`config.mk`:
```
export PLATFORM = sky130hd
export DESIGN_NAME = mem_bus_arbiter
export DESIGN_NICKNAME = d
export VERILOG_FILES = /design/src/rtl/mem_bus_arbiter.sv
export SDC_FILE = /design/constraint.sdc
export NUM_CORES = 1
export LEC_CHECK = 0
export CAP_MARGIN = 30
export CORE_MARGIN = 2
export CORE_UTILIZATION = 35
export DETAILED_ROUTE_END_ITERATION = 10
export PLACE_DENSITY_LB_ADDON = 0.1
export SYNTH_ARGS = -nofsm -noshare
export SYNTH_HDL_FRONTEND = slang
export SYNTH_SLANG_ARGS = --single-unit
```
`constraint.sdc`:
```
create_clock -name clk -period 4.7 [get_ports clk]
set_clock_uncertainty 0.1 [all_clocks]
set_input_delay 1.175 -clock clk [delete_from_list [all_inputs] [get_ports clk]]
set_output_delay 1.175 -clock clk [all_outputs]
set_load 0.05 [all_outputs]
```
`src/rtl/mem_bus_arbiter.sv`:
```
// mem_bus_arbiter: shares the single synchronous memory port among fetch (0),
// execute (1) and host/loader (2) using a registered one-hot grant, round-robin
// selection and a per-owner hold limit so no requester starves fetch.
//
// Ports:
//   clk, rst            clock (rising edge), asynchronous active-high reset
//   req_i[2:0]          per-requester access request (level)
//   we_i[2:0]           per-requester write enable, qualified by req_i
//   addr_i / wdata_i    per-requester address / write data, requester k at
//                       [k*W +: W]
//   gnt_o[2:0]          registered one-hot grant (or 000)
//   rvalid_o[2:0]       read-data-valid pulse, one cycle after a read beat
//   rdata_o             shared read data, valid where rvalid_o is set
//   mem_addr_o, mem_data_out_o, mem_we_o   memory request, driven only in a beat
//   mem_data_in_i       memory read data, valid one cycle after the address
module mem_bus_arbiter #(
  parameter int unsigned ADDR_W   = 8,
  parameter int unsigned DATA_W   = 8,
  parameter int unsigned MAX_HOLD = 4
) (
  input  logic                  clk,
  input  logic                  rst,
  input  logic [2:0]            req_i,
  input  logic [2:0]            we_i,
  input  logic [3*ADDR_W-1:0]   addr_i,
  input  logic [3*DATA_W-1:0]   wdata_i,
  output logic [2:0]            gnt_o,
  output logic [2:0]            rvalid_o,
  output logic [DATA_W-1:0]     rdata_o,
  output logic [ADDR_W-1:0]     mem_addr_o,
  output logic [DATA_W-1:0]     mem_data_out_o,
  output logic                  mem_we_o,
  input  logic [DATA_W-1:0]     mem_data_in_i
);

  localparam int unsigned NREQ   = 3;
  localparam int unsigned HOLD_W = $clog2(MAX_HOLD + 1);

  typedef enum logic {
    S_IDLE = 1'b0,
    S_OWN  = 1'b1
  } state_t;

  state_t              state_q, state_d;
  logic [1:0]          owner_q, owner_d;
  logic [2:0]          gnt_q, gnt_d;
  logic [1:0]          last_q, last_d;
  logic [HOLD_W-1:0]   hold_q, hold_d;
  logic                rd_pend_q, rd_pend_d;
  logic [1:0]          rd_id_q, rd_id_d;

  logic [1:0]          ptr, cand1, cand2, win;
  logic                win_found;
  logic                beat_c;
  logic                others_wait;
  logic                hold_limit;
  logic [HOLD_W:0]     hold_next;
  logic                take_win;

  // Modulo-3 increment of a requester index.
  function automatic logic [1:0] inc3(input logic [1:0] x);
    inc3 = (x == 2'd2) ? 2'd0 : x + 2'd1;
  endfunction

  function automatic logic [2:0] onehot(input logic [1:0] k);
    onehot = 3'b001 << k;
  endfunction

  // Round-robin search starting one past the last granted requester.
  always_comb begin
    ptr       = inc3(last_q);
    cand1     = inc3(ptr);
    cand2     = inc3(cand1);
    win_found = 1'b1;
    win       = ptr;
    if (req_i[ptr])        win = ptr;
    else if (req_i[cand1]) win = cand1;
    else if (req_i[cand2]) win = cand2;
    else                   win_found = 1'b0;
  end

  assign beat_c      = (state_q == S_OWN) && req_i[owner_q];
  assign others_wait = |(req_i & ~onehot(owner_q));
  assign hold_next   = {1'b0, hold_q} + (HOLD_W+1)'(1);
  // Compared with >= so a saturated counter still yields to a late waiter.
  assign hold_limit  = hold_next >= (HOLD_W+1)'(MAX_HOLD);

  // Next-state: grant movement, hold counting and read tracking.
  always_comb begin
    state_d   = state_q;
    owner_d   = owner_q;
    last_d    = last_q;
    hold_d    = hold_q;
    rd_pend_d = 1'b0;
    rd_id_d   = rd_id_q;
    take_win  = 1'b0;

    case (state_q)
      S_IDLE: begin
        take_win = win_found;
      end
      S_OWN: begin
        if (!req_i[owner_q]) begin
          // Release: owner has req low, so the search cannot pick it.
          take_win = win_found;
          if (!win_found) state_d = S_IDLE;
        end else begin
          rd_pend_d = ~we_i[owner_q];
          rd_id_d   = owner_q;
          if (hold_limit && others_wait) begin
            take_win = 1'b1;
          end else if (hold_q != HOLD_W'(MAX_HOLD)) begin
            hold_d = hold_q + HOLD_W'(1);
          end
        end
      end
      default: begin
        state_d = S_IDLE;
      end
    endcase

    if (take_win) begin
      state_d = S_OWN;
      owner_d = win;
      last_d  = win;
      hold_d  = '0;
    end

    gnt_d = (state_d == S_OWN) ? onehot(owner_d) : 3'b000;
  end

  // State registers.
  always_ff @(posedge clk or posedge rst) begin
    if (rst) begin
      state_q   <= S_IDLE;
      owner_q   <= 2'd0;
      gnt_q     <= 3'b000;
      last_q    <= 2'd2;
      hold_q    <= '0;
      rd_pend_q <= 1'b0;
      rd_id_q   <= 2'd0;
    end else begin
      state_q   <= state_d;
      owner_q   <= owner_d;
      gnt_q     <= gnt_d;
      last_q    <= last_d;
      hold_q    <= hold_d;
      rd_pend_q <= rd_pend_d;
      rd_id_q   <= rd_id_d;
    end
  end

  // Memory request mux: the owner's fields only during a beat, else zero.
  always_comb begin
    mem_addr_o     = '0;
    mem_data_out_o = '0;
    mem_we_o       = 1'b0;
    for (int k = 0; k < NREQ; k++) begin
      if (beat_c && owner_q == 2'(k)) begin
        mem_addr_o     = addr_i[k*ADDR_W +: ADDR_W];
        mem_data_out_o = wdata_i[k*DATA_W +: DATA_W];
        mem_we_o       = we_i[k];
      end
    end
  end

  assign gnt_o    = gnt_q;
  assign rvalid_o = rd_pend_q ? onehot(rd_id_q) : 3'b000;
  assign rdata_o  = rd_pend_q ? mem_data_in_i : '0;

endmodule
```
==> results of run 1 <==
==> cell families after synthesis <==
group / after synthesis
AND/OR/NAND/NOR: 66
flip-flops: 14
buffers and inverters: 19
multiplexers: 6
AO/OA/AOI/OAI: 40
adder cells (fa/ha/maj): 2
==> sequential cells by signal, indices dropped and copies added, names as in the netlist <==
name / cells
gnt_o: 3
owner_q: 2
rd_pend_q: 1
last_q: 2
state_q: 1
hold_q: 3
rd_id_q: 2
==> metal layers <==
metal / track usage / vias up
li1: - / 701
met1: 0.238 / 630
met2: 0.377 / 57
met3: 0.0378 / 10
met4: 0.0608 / 0
met5: 0 / -
==> report_power, final <==
part	internal (µW)	switching [µW]	total [µW]	leakage, µW
clock	47.2	39.5	86.7	0.0000210
combinational	389	657	1050	0.000671
sequential	174	74.1	248	0.000169
total	610	770	1380	0.000861
==> worst register-to-register path, delay by kind of cell, from the launching register on <==
family / cells / cell delay [ns]
flip-flops: 1 / 0.82
multiplexers: 2 / 0.46
AO/OA/AOI/OAI: 3 / 1.04
==> synth_stat cells, types with 3 or more instances <==
library cell	n	area (µm²)
sky130_fd_sc_hd__nor2b_1	18	113
sky130_fd_sc_hd__nor3_1	17	85.1
sky130_fd_sc_hd__o22ai_1	16	100
sky130_fd_sc_hd__dfrtp_1	13	325
sky130_fd_sc_hd__and2_1	10	62.6
sky130_fd_sc_hd__clkbuf_1	8	30.0
sky130_fd_sc_hd__inv_1	7	26.3
sky130_fd_sc_hd__a21oi_1	6	30.0
sky130_fd_sc_hd__nor2_1	6	22.5
sky130_fd_sc_hd__nand2_1	5	18.8
sky130_fd_sc_hd__nand2b_1	4	25.0
sky130_fd_sc_hd__o21a_1	4	30.0
sky130_fd_sc_hd__mux2_2	3	33.8
sky130_fd_sc_hd__mux2i_1	3	30.0
sky130_fd_sc_hd__nand3_1	3	15.0
==> area by class of cell <==
cell class,count,share of cell area
Inverter,8,0.0143
Clock buffer,4,0.0173
Multi-Input combinational cell,114,0.344
Tap cell,44,0.0262
Timing Repair Buffer,95,0.431
Sequential cell,14,0.167
==> metrics by stage <==
stage               cells  instance area [µm²]
detailed placement    275                 2070
CTS                   279                 2100
floorplan             147                 1160
finish                279                 2100
global route          279                 2100
global placement      275                 2070
==> worst paths after layout <==
kind                                          to  slack (ns)  depth (start not counted)
setup / recovery               mem_data_out_o[6]        0.60                          7
min in group asynchronous    rd_pend_q$_DFF_PP0_        1.14                          2
hold / removal             last_q[0]$_DFFE_PP0P_        0.39                          1
setup reg to reg           hold_q[0]$_DFFE_PP0P_        2.16                          5
max in group asynchronous  last_q[1]$_DFFE_PP1P_        2.99                          2
hold reg to reg            last_q[0]$_DFFE_PP0P_        0.39                          1
==> metrics.txt, run 1 <==
# TYPE chip_impl_metric gauge
chip_impl_metric{name="ios",unit=""} 95
chip_impl_metric{name="die_w",unit="µm"} 61.7
chip_impl_metric{name="drv.max_cap_violation_count",unit=""} 0
chip_impl_metric{name="synthCells",unit=""} 147
chip_impl_metric{name="post-route-min-period",unit="ns"} 4.10
chip_impl_metric{name="worstPathRequired",unit="ns"} 3.42
chip_impl_metric{name="drc",unit=""} 0
chip_impl_metric{name="total_via_count_in_the_routed_design",unit=""} 1398
chip_impl_metric{name="grt_remaining_overflow",unit=""} 0
chip_impl_metric{name="library_cells_used_by_synthesis",unit=""} 33
chip_impl_metric{name="floorplan.rows",unit=""} 20
chip_impl_metric{name="antenna_violating_nets_post_route",unit=""} 0
chip_impl_metric{name="grt_start_max_net_pins",unit=""} 27
chip_impl_metric{name="met2WireLength",unit="µm"} 2070
chip_impl_info{name="most-common-layout-cells",value="77 x sky130_fd_sc_hd__clkdlybuf4s50_1, 18 x sky130_fd_sc_hd__nor2b_1, 18 x sky130_fd_sc_hd__buf_4, 17 x sky130_fd_sc_hd__nor3_1, 16 x sky130_fd_sc_hd__o22ai_1"} 1
chip_impl_metric{name="cp_data_arrival_time",unit="ns"} 2.83
chip_impl_metric{name="post_synthesis_sequential_area_ratio",unit=""} 0.302
chip_impl_metric{name="slowest_delay",unit="ns"} 0.59
chip_impl_metric{name="core_area",unit="µm²"} 3100
chip_impl_info{name="outcome",value="complete, no violations"} 1
chip_impl_info{name="crit_chain",value="clkdlybuf4s50_1 > nand2b_1 > a21boi_1 > o21ai_1 > buf_4 > nor3_1 > buf_4"} 1
chip_impl_metric{name="gr-usage-all-layers",unit=""} 0.205
chip_impl_info{name="cp-startpoint",value="req_i[1]"} 1
chip_impl_metric{name="avgRoutedWirePerCell",unit="µm"} 14.8
chip_impl_metric{name="timing.fmax",unit="MHz"} 244
chip_impl_metric{name="cts_max_level",unit=""} 1
chip_impl_info{name="largest_family_of_logic_cells_by_synthesized_area",value="simple AND/OR/NAND/NOR gates"} 1
chip_impl_metric{name="clkLatencyLatePin",unit="ns"} 0.28
chip_impl_metric{name="cts_max_path_buffers",unit=""} 2
chip_impl_metric{name="cts_resized",unit=""} 0
chip_impl_metric{name="cts_inserted_buffers",unit=""} 3
chip_impl_metric{name="vdd.ir_drop.worst",unit="mV"} 0.420
chip_impl_info{name="critical-path-top-delay-family",value="buffers and inverters"} 1
chip_impl_metric{name="synthSimpleGateAreaFrac",unit=""} 0.313
chip_impl_metric{name="mappedNetlistNets",unit=""} 213
chip_impl_metric{name="clkTransAtPathRegs",unit="ns"} 0.09
chip_impl_metric{name="synth.ff_latch_count",unit=""} 14
chip_impl_info{name="layout.cells.most_common",value="sky130_fd_sc_hd__clkdlybuf4s50_1"} 1
chip_impl_metric{name="placement.setup.worst_slack",unit="ns"} 0.613
chip_impl_metric{name="chipHeight",unit="µm"} 61.7
chip_impl_metric{name="routed_length_on_met3",unit="µm"} 372
chip_impl_metric{name="global_route_wire_length_before_repair",unit="µm"} 5860
chip_impl_metric{name="synth_area",unit="µm²"} 1160
chip_impl_metric{name="timing.critical_path.fanout_max",unit=""} 21
chip_impl_metric{name="power_density_over_the_cells",unit="nW/µm²"} 656
chip_impl_info{name="startpoint_of_the_worst_register_to_register_path",value="owner_q[1]$_DFF_PP0_"} 1
chip_impl_metric{name="first_global_vias",unit=""} 1273
chip_impl_metric{name="worstMarginPinSlew",unit="ns"} 0.727
chip_impl_metric{name="clkSinkCount",unit=""} 14
chip_impl_metric{name="grt_antenna_before_repair",unit=""} 0
chip_impl_metric{name="num_antenna_cells",unit=""} 0
chip_impl_metric{name="cts_hold_buffers",unit=""} 0
chip_impl_info{name="critical_path.endpoint_type",value="output pin"} 1
chip_impl_metric{name="worst_slack",unit="ns"} 0.595
chip_impl_metric{name="hold_viol",unit=""} 0
chip_impl_metric{name="totalPowerFinal",unit="µW"} 1380
chip_impl_metric{name="number_of_nets_in_the_layout",unit=""} 302
chip_impl_metric{name="synth-edff-count",unit=""} 0
chip_impl_metric{name="share_of_synthesized_area_spent_on_multiplexers",unit=""} 0.0548
chip_impl_metric{name="hold_ws",unit="ns"} 0.390
chip_impl_metric{name="area_growth_syn_to_layout",unit="%"} 80.8
chip_impl_metric{name="detailedRoute.firstIterationViolations",unit=""} 37
chip_impl_metric{name="buffer_ports.inserted",unit=""} 94
chip_impl_metric{name="routabilityCongestion",unit=""} 0.746
chip_impl_metric{name="floorplan.die_area",unit="µm²"} 3800
chip_impl_metric{name="synth_compound_area_frac",unit=""} 0.233
chip_impl_metric{name="ys_warn_count",unit=""} 0
chip_impl_metric{name="timing.slew.headroom",unit=""} 0.515
chip_impl_metric{name="static-leakage-power",unit="µW"} 0.000861
chip_impl_metric{name="xor_xnor_fraction_of_synth_area",unit=""} 0
chip_impl_metric{name="avgViaCountPerCell",unit=""} 5.01
chip_impl_metric{name="final-setup-viol-count",unit=""} 0
chip_impl_info{name="timing.critical_path.mode_cell",value="sky130_fd_sc_hd__buf_4"} 1
chip_impl_metric{name="finalSetupTns",unit="ns"} 0
chip_impl_metric{name="utilization",unit=""} 0.678
chip_impl_info{name="worstHoldStart",value="last_q[0]$_DFFE_PP0P_"} 1
chip_impl_metric{name="n_fill_cell",unit=""} 274
chip_impl_info{name="topRoutingLayerUsed",value="met4"} 1
chip_impl_metric{name="routed_wl",unit="µm"} 4130
chip_impl_metric{name="report.final.slew_viol_count",unit=""} 0
chip_impl_info{name="rsz_0062_raised_after_global_routing",value="false"} 1
chip_impl_metric{name="final_min_period_over_clock_period",unit=""} 0.873
chip_impl_metric{name="share_of_layout_cells_above_drive_strength_1",unit=""} 0.123
chip_impl_info{name="worst-setup-path-type",value="in -> out"} 1
chip_impl_info{name="synth-main-ff-cell",value="sky130_fd_sc_hd__dfrtp_1"} 1
chip_impl_metric{name="cts_setup_buffers",unit=""} 0
chip_impl_metric{name="floorplan.initialDensity",unit=""} 0.375
chip_impl_metric{name="wirelength_met1",unit="µm"} 1610
chip_impl_metric{name="drt_pass1_iterations",unit=""} 4
chip_impl_metric{name="dp.final_hpwl",unit="µm"} 3270
chip_impl_info{name="timing.critical_path.from_type",value="input pin"} 1
chip_impl_metric{name="post_synth_fa_ha_maj_area_fraction",unit=""} 0.0215
chip_impl_metric{name="register_area",unit="µm²"} 352
chip_impl_info{name="cts_tree",value="yes"} 1
chip_impl_metric{name="synth.avg_cell_area",unit="µm²"} 7.92
chip_impl_info{name="clock_tree.root_cell",value="sky130_fd_sc_hd__clkbuf_4"} 1
chip_impl_metric{name="multi_input_combinational_cell_area",unit="µm²"} 724
chip_impl_info{name="min-delay-path-class",value="reg -> reg"} 1
chip_impl_metric{name="cp_num_buf_inv",unit=""} 3
chip_impl_info{name="crit_path_top_delay_cell",value="sky130_fd_sc_hd__clkdlybuf4s50_1"} 1
chip_impl_metric{name="async_reset_ff_frac",unit=""} 1.00
Note: power is estimated with default switching activity, not from simulation.
==> inputs of run 2 (changes only) <==
--- a/config.mk
+++ b/config.mk
@@ -7,8 +7,10 @@
 export LEC_CHECK = 0
 export CAP_MARGIN = 30
 export CORE_MARGIN = 2
-export CORE_UTILIZATION = 35
+export CORE_UTILIZATION = 36
+export CTS_BUF_LIST = sky130_fd_sc_hd__clkbuf_4
 export DETAILED_ROUTE_END_ITERATION = 10
+export GPL_ROUTABILITY_DRIVEN = 0
 export PLACE_DENSITY_LB_ADDON = 0.1
 export SYNTH_ARGS = -nofsm -noshare
 export SYNTH_HDL_FRONTEND = slang
==> metrics.txt, run 2 (synthesis results as in run 1) <==
# TYPE chip_impl_metric gauge
chip_impl_info{name="min-delay-path-class",value="reg -> reg"} 1
chip_impl_metric{name="floorplan.die_area",unit="µm²"} 3700
chip_impl_info{name="rsz_0062_raised_after_global_routing",value="false"} 1
chip_impl_metric{name="number_of_nets_in_the_layout",unit=""} 302
chip_impl_info{name="most-common-layout-cells",value="77 x sky130_fd_sc_hd__clkdlybuf4s50_1, 18 x sky130_fd_sc_hd__nor2b_1, 18 x sky130_fd_sc_hd__buf_4, 17 x sky130_fd_sc_hd__nor3_1, 16 x sky130_fd_sc_hd__o22ai_1"} 1
chip_impl_info{name="endpoint_of_the_lowest_slack_register_to_register_path",value="hold_q[0]$_DFFE_PP0P_"} 1
chip_impl_info{name="timing.critical_path.from_type",value="input pin"} 1
chip_impl_info{name="cp-startpoint",value="req_i[1]"} 1
chip_impl_metric{name="core_area",unit="µm²"} 3050
chip_impl_metric{name="final_min_period_over_clock_period",unit=""} 0.884
chip_impl_metric{name="hold_ws",unit="ns"} 0.392
chip_impl_metric{name="drc",unit=""} 0
chip_impl_metric{name="dp.final_hpwl",unit="µm"} 3030
chip_impl_metric{name="timing.fmax",unit="MHz"} 241
chip_impl_metric{name="share_of_layout_cells_above_drive_strength_1",unit=""} 0.123
chip_impl_metric{name="first_global_vias",unit=""} 1388
chip_impl_metric{name="chipHeight",unit="µm"} 60.9
chip_impl_metric{name="cts_setup_buffers",unit=""} 0
chip_impl_metric{name="cts_resized",unit=""} 0
chip_impl_metric{name="global_route_wire_length_before_repair",unit="µm"} 5870
chip_impl_metric{name="num_antenna_cells",unit=""} 0
chip_impl_metric{name="hold_viol",unit=""} 0
chip_impl_metric{name="timing.critical_path.fanout_max",unit=""} 21
chip_impl_metric{name="cts_max_level",unit=""} 1
chip_impl_info{name="crit_path_top_delay_cell",value="sky130_fd_sc_hd__clkdlybuf4s50_1"} 1
chip_impl_metric{name="routed_wl",unit="µm"} 3760
chip_impl_metric{name="antenna_violating_nets_post_route",unit=""} 0
chip_impl_metric{name="cts_inserted_buffers",unit=""} 3
chip_impl_metric{name="detailedRoute.firstIterationViolations",unit=""} 51
chip_impl_metric{name="vdd.ir_drop.worst",unit="mV"} 0.385
chip_impl_metric{name="post-route-min-period",unit="ns"} 4.15
chip_impl_metric{name="gr-usage-all-layers",unit=""} 0.206
chip_impl_metric{name="report.final.slew_viol_count",unit=""} 0
chip_impl_metric{name="avgViaCountPerCell",unit=""} 5.11
chip_impl_metric{name="clkSinkCount",unit=""} 14
chip_impl_metric{name="regToRegSetupSlack",unit="ns"} 2.08
chip_impl_info{name="outcome",value="complete, no violations"} 1
chip_impl_info{name="cts_tree",value="yes"} 1
chip_impl_metric{name="timing.slew.headroom",unit=""} 0.529
chip_impl_info{name="critical_path.endpoint_type",value="output pin"} 1
chip_impl_info{name="clock_tree.root_cell",value="sky130_fd_sc_hd__clkbuf_4"} 1
chip_impl_metric{name="avgRoutedWirePerCell",unit="µm"} 13.5
chip_impl_metric{name="number_of_cells_on_the_worst_reg_to_reg_path",unit=""} 5
chip_impl_info{name="timing.critical_path.mode_cell",value="sky130_fd_sc_hd__buf_4"} 1
chip_impl_info{name="crit_chain",value="clkdlybuf4s50_1 > nand2b_1 > a21boi_1 > o21ai_1 > buf_4 > nor3_1 > buf_4"} 1
chip_impl_metric{name="final-setup-viol-count",unit=""} 0
chip_impl_info{name="worst-setup-path-type",value="in -> out"} 1
chip_impl_metric{name="cp_data_arrival_time",unit="ns"} 2.88
chip_impl_metric{name="cts_hold_buffers",unit=""} 0
chip_impl_metric{name="ios",unit=""} 95
chip_impl_metric{name="worstMarginPinSlew",unit="ns"} 0.707
chip_impl_metric{name="grt_remaining_overflow",unit=""} 0
chip_impl_metric{name="drv.max_cap_violation_count",unit=""} 0
chip_impl_metric{name="floorplan.initialDensity",unit=""} 0.381
chip_impl_metric{name="finalSetupTns",unit="ns"} 0
chip_impl_metric{name="static-leakage-power",unit="µW"} 0.000859
chip_impl_info{name="layout.cells.most_common",value="sky130_fd_sc_hd__clkdlybuf4s50_1"} 1
chip_impl_metric{name="slowest_delay",unit="ns"} 0.59
chip_impl_metric{name="area_growth_syn_to_layout",unit="%"} 80.2
chip_impl_metric{name="total_via_count_in_the_routed_design",unit=""} 1426
chip_impl_metric{name="grt_antenna_before_repair",unit=""} 0
chip_impl_metric{name="clkTransAtPathRegs",unit="ns"} 0.08
chip_impl_metric{name="clkLatencyLatePin",unit="ns"} 0.28
chip_impl_info{name="startpoint_of_the_worst_register_to_register_path",value="owner_q[1]$_DFF_PP0_"} 1
chip_impl_metric{name="buffer_ports.inserted",unit=""} 94
chip_impl_metric{name="die_w",unit="µm"} 60.9
chip_impl_metric{name="drt_pass1_iterations",unit=""} 6
chip_impl_metric{name="grt_start_max_net_pins",unit=""} 27
chip_impl_metric{name="power_density_over_the_cells",unit="nW/µm²"} 652
chip_impl_metric{name="min_path_cells",unit=""} 1
chip_impl_metric{name="floorplan.rows",unit=""} 20
chip_impl_metric{name="cts_max_path_buffers",unit=""} 2
chip_impl_metric{name="worstPathRequired",unit="ns"} 3.42
chip_impl_info{name="endpoint",value="mem_addr_o[5]"} 1
==> run 2: cell count changes in the layout (fill, tap and decap cells not counted) <==
cell and change:
sky130_fd_sc_hd__clkbuf_8 -1, sky130_fd_sc_hd__clkbuf_4 +1
==> run 2: area by class of cell <==
| class | count | area (µm²) |
|---|---|---|
| clock buffers | 4 | 30.0 |
| fillers | 261 | 956 |
| inverters | 8 | 30.0 |
| multi-input cells | 114 | 724 |
| flip-flops and latches | 14 | 352 |
| well taps | 44 | 55.1 |
| repair buffers | 95 | 906 |
==> run 2: where the power goes <==
| group | switching [µW] | internal [µW] |
|---|---|---|
| Combinational | 654 | 389 |
| Clock | 37.4 | 38.7 |
| Sequential | 74.5 | 174 |
| Total | 766 | 601 |
==> run 2: stage by stage <==
step	std cells	util	total power (µW)	cell area, µm²	setup slack [ns]
5_1_grt	279	0.687	1460	2100	0.384
3_5_place_dp	275	0.677	1300	2070	0.583
2_1_floorplan	147	-	1010	1160	0.578
4_1_cts	279	0.687	1370	2100	0.585
6_report	279	0.687	1370	2100	0.546
3_3_place_gp	275	0.677	1270	2070	0.659
==> run 2: routing by layer <==
layer	vias to the layer above	track usage	part of all wire
li1	701	-	-
met1	658	0.233	0.37
met2	62	0.392	0.54
met3	5	0.0533	0.078
met4	0	0.0342	0.0096
met5	-	0	0
==> run 2: how the worst min path moves through the flow <==
stage	start	endpoint
final	last_q[0]$_DFFE_PP0P_	last_q[0]$_DFFE_PP0P_
after CTS	last_q[0]$_DFFE_PP0P_	last_q[0]$_DFFE_PP0P_
after global placement	last_q[0]$_DFFE_PP0P_	last_q[0]$_DFFE_PP0P_
after detailed placement	last_q[0]$_DFFE_PP0P_	last_q[0]$_DFFE_PP0P_
after global routing	last_q[0]$_DFFE_PP0P_	last_q[0]$_DFFE_PP0P_
after floorplan	last_q[0]$_DFFE_PP0P_	last_q[0]$_DFFE_PP0P_
==> run 2: worst max-delay path, delay by kind of cell <==
kind	cells	cell delay (ns)
buffers and inverters	3	1.05
AOI/OAI and AO/OA	2	0.31
and+or+nand+nor	2	0.33
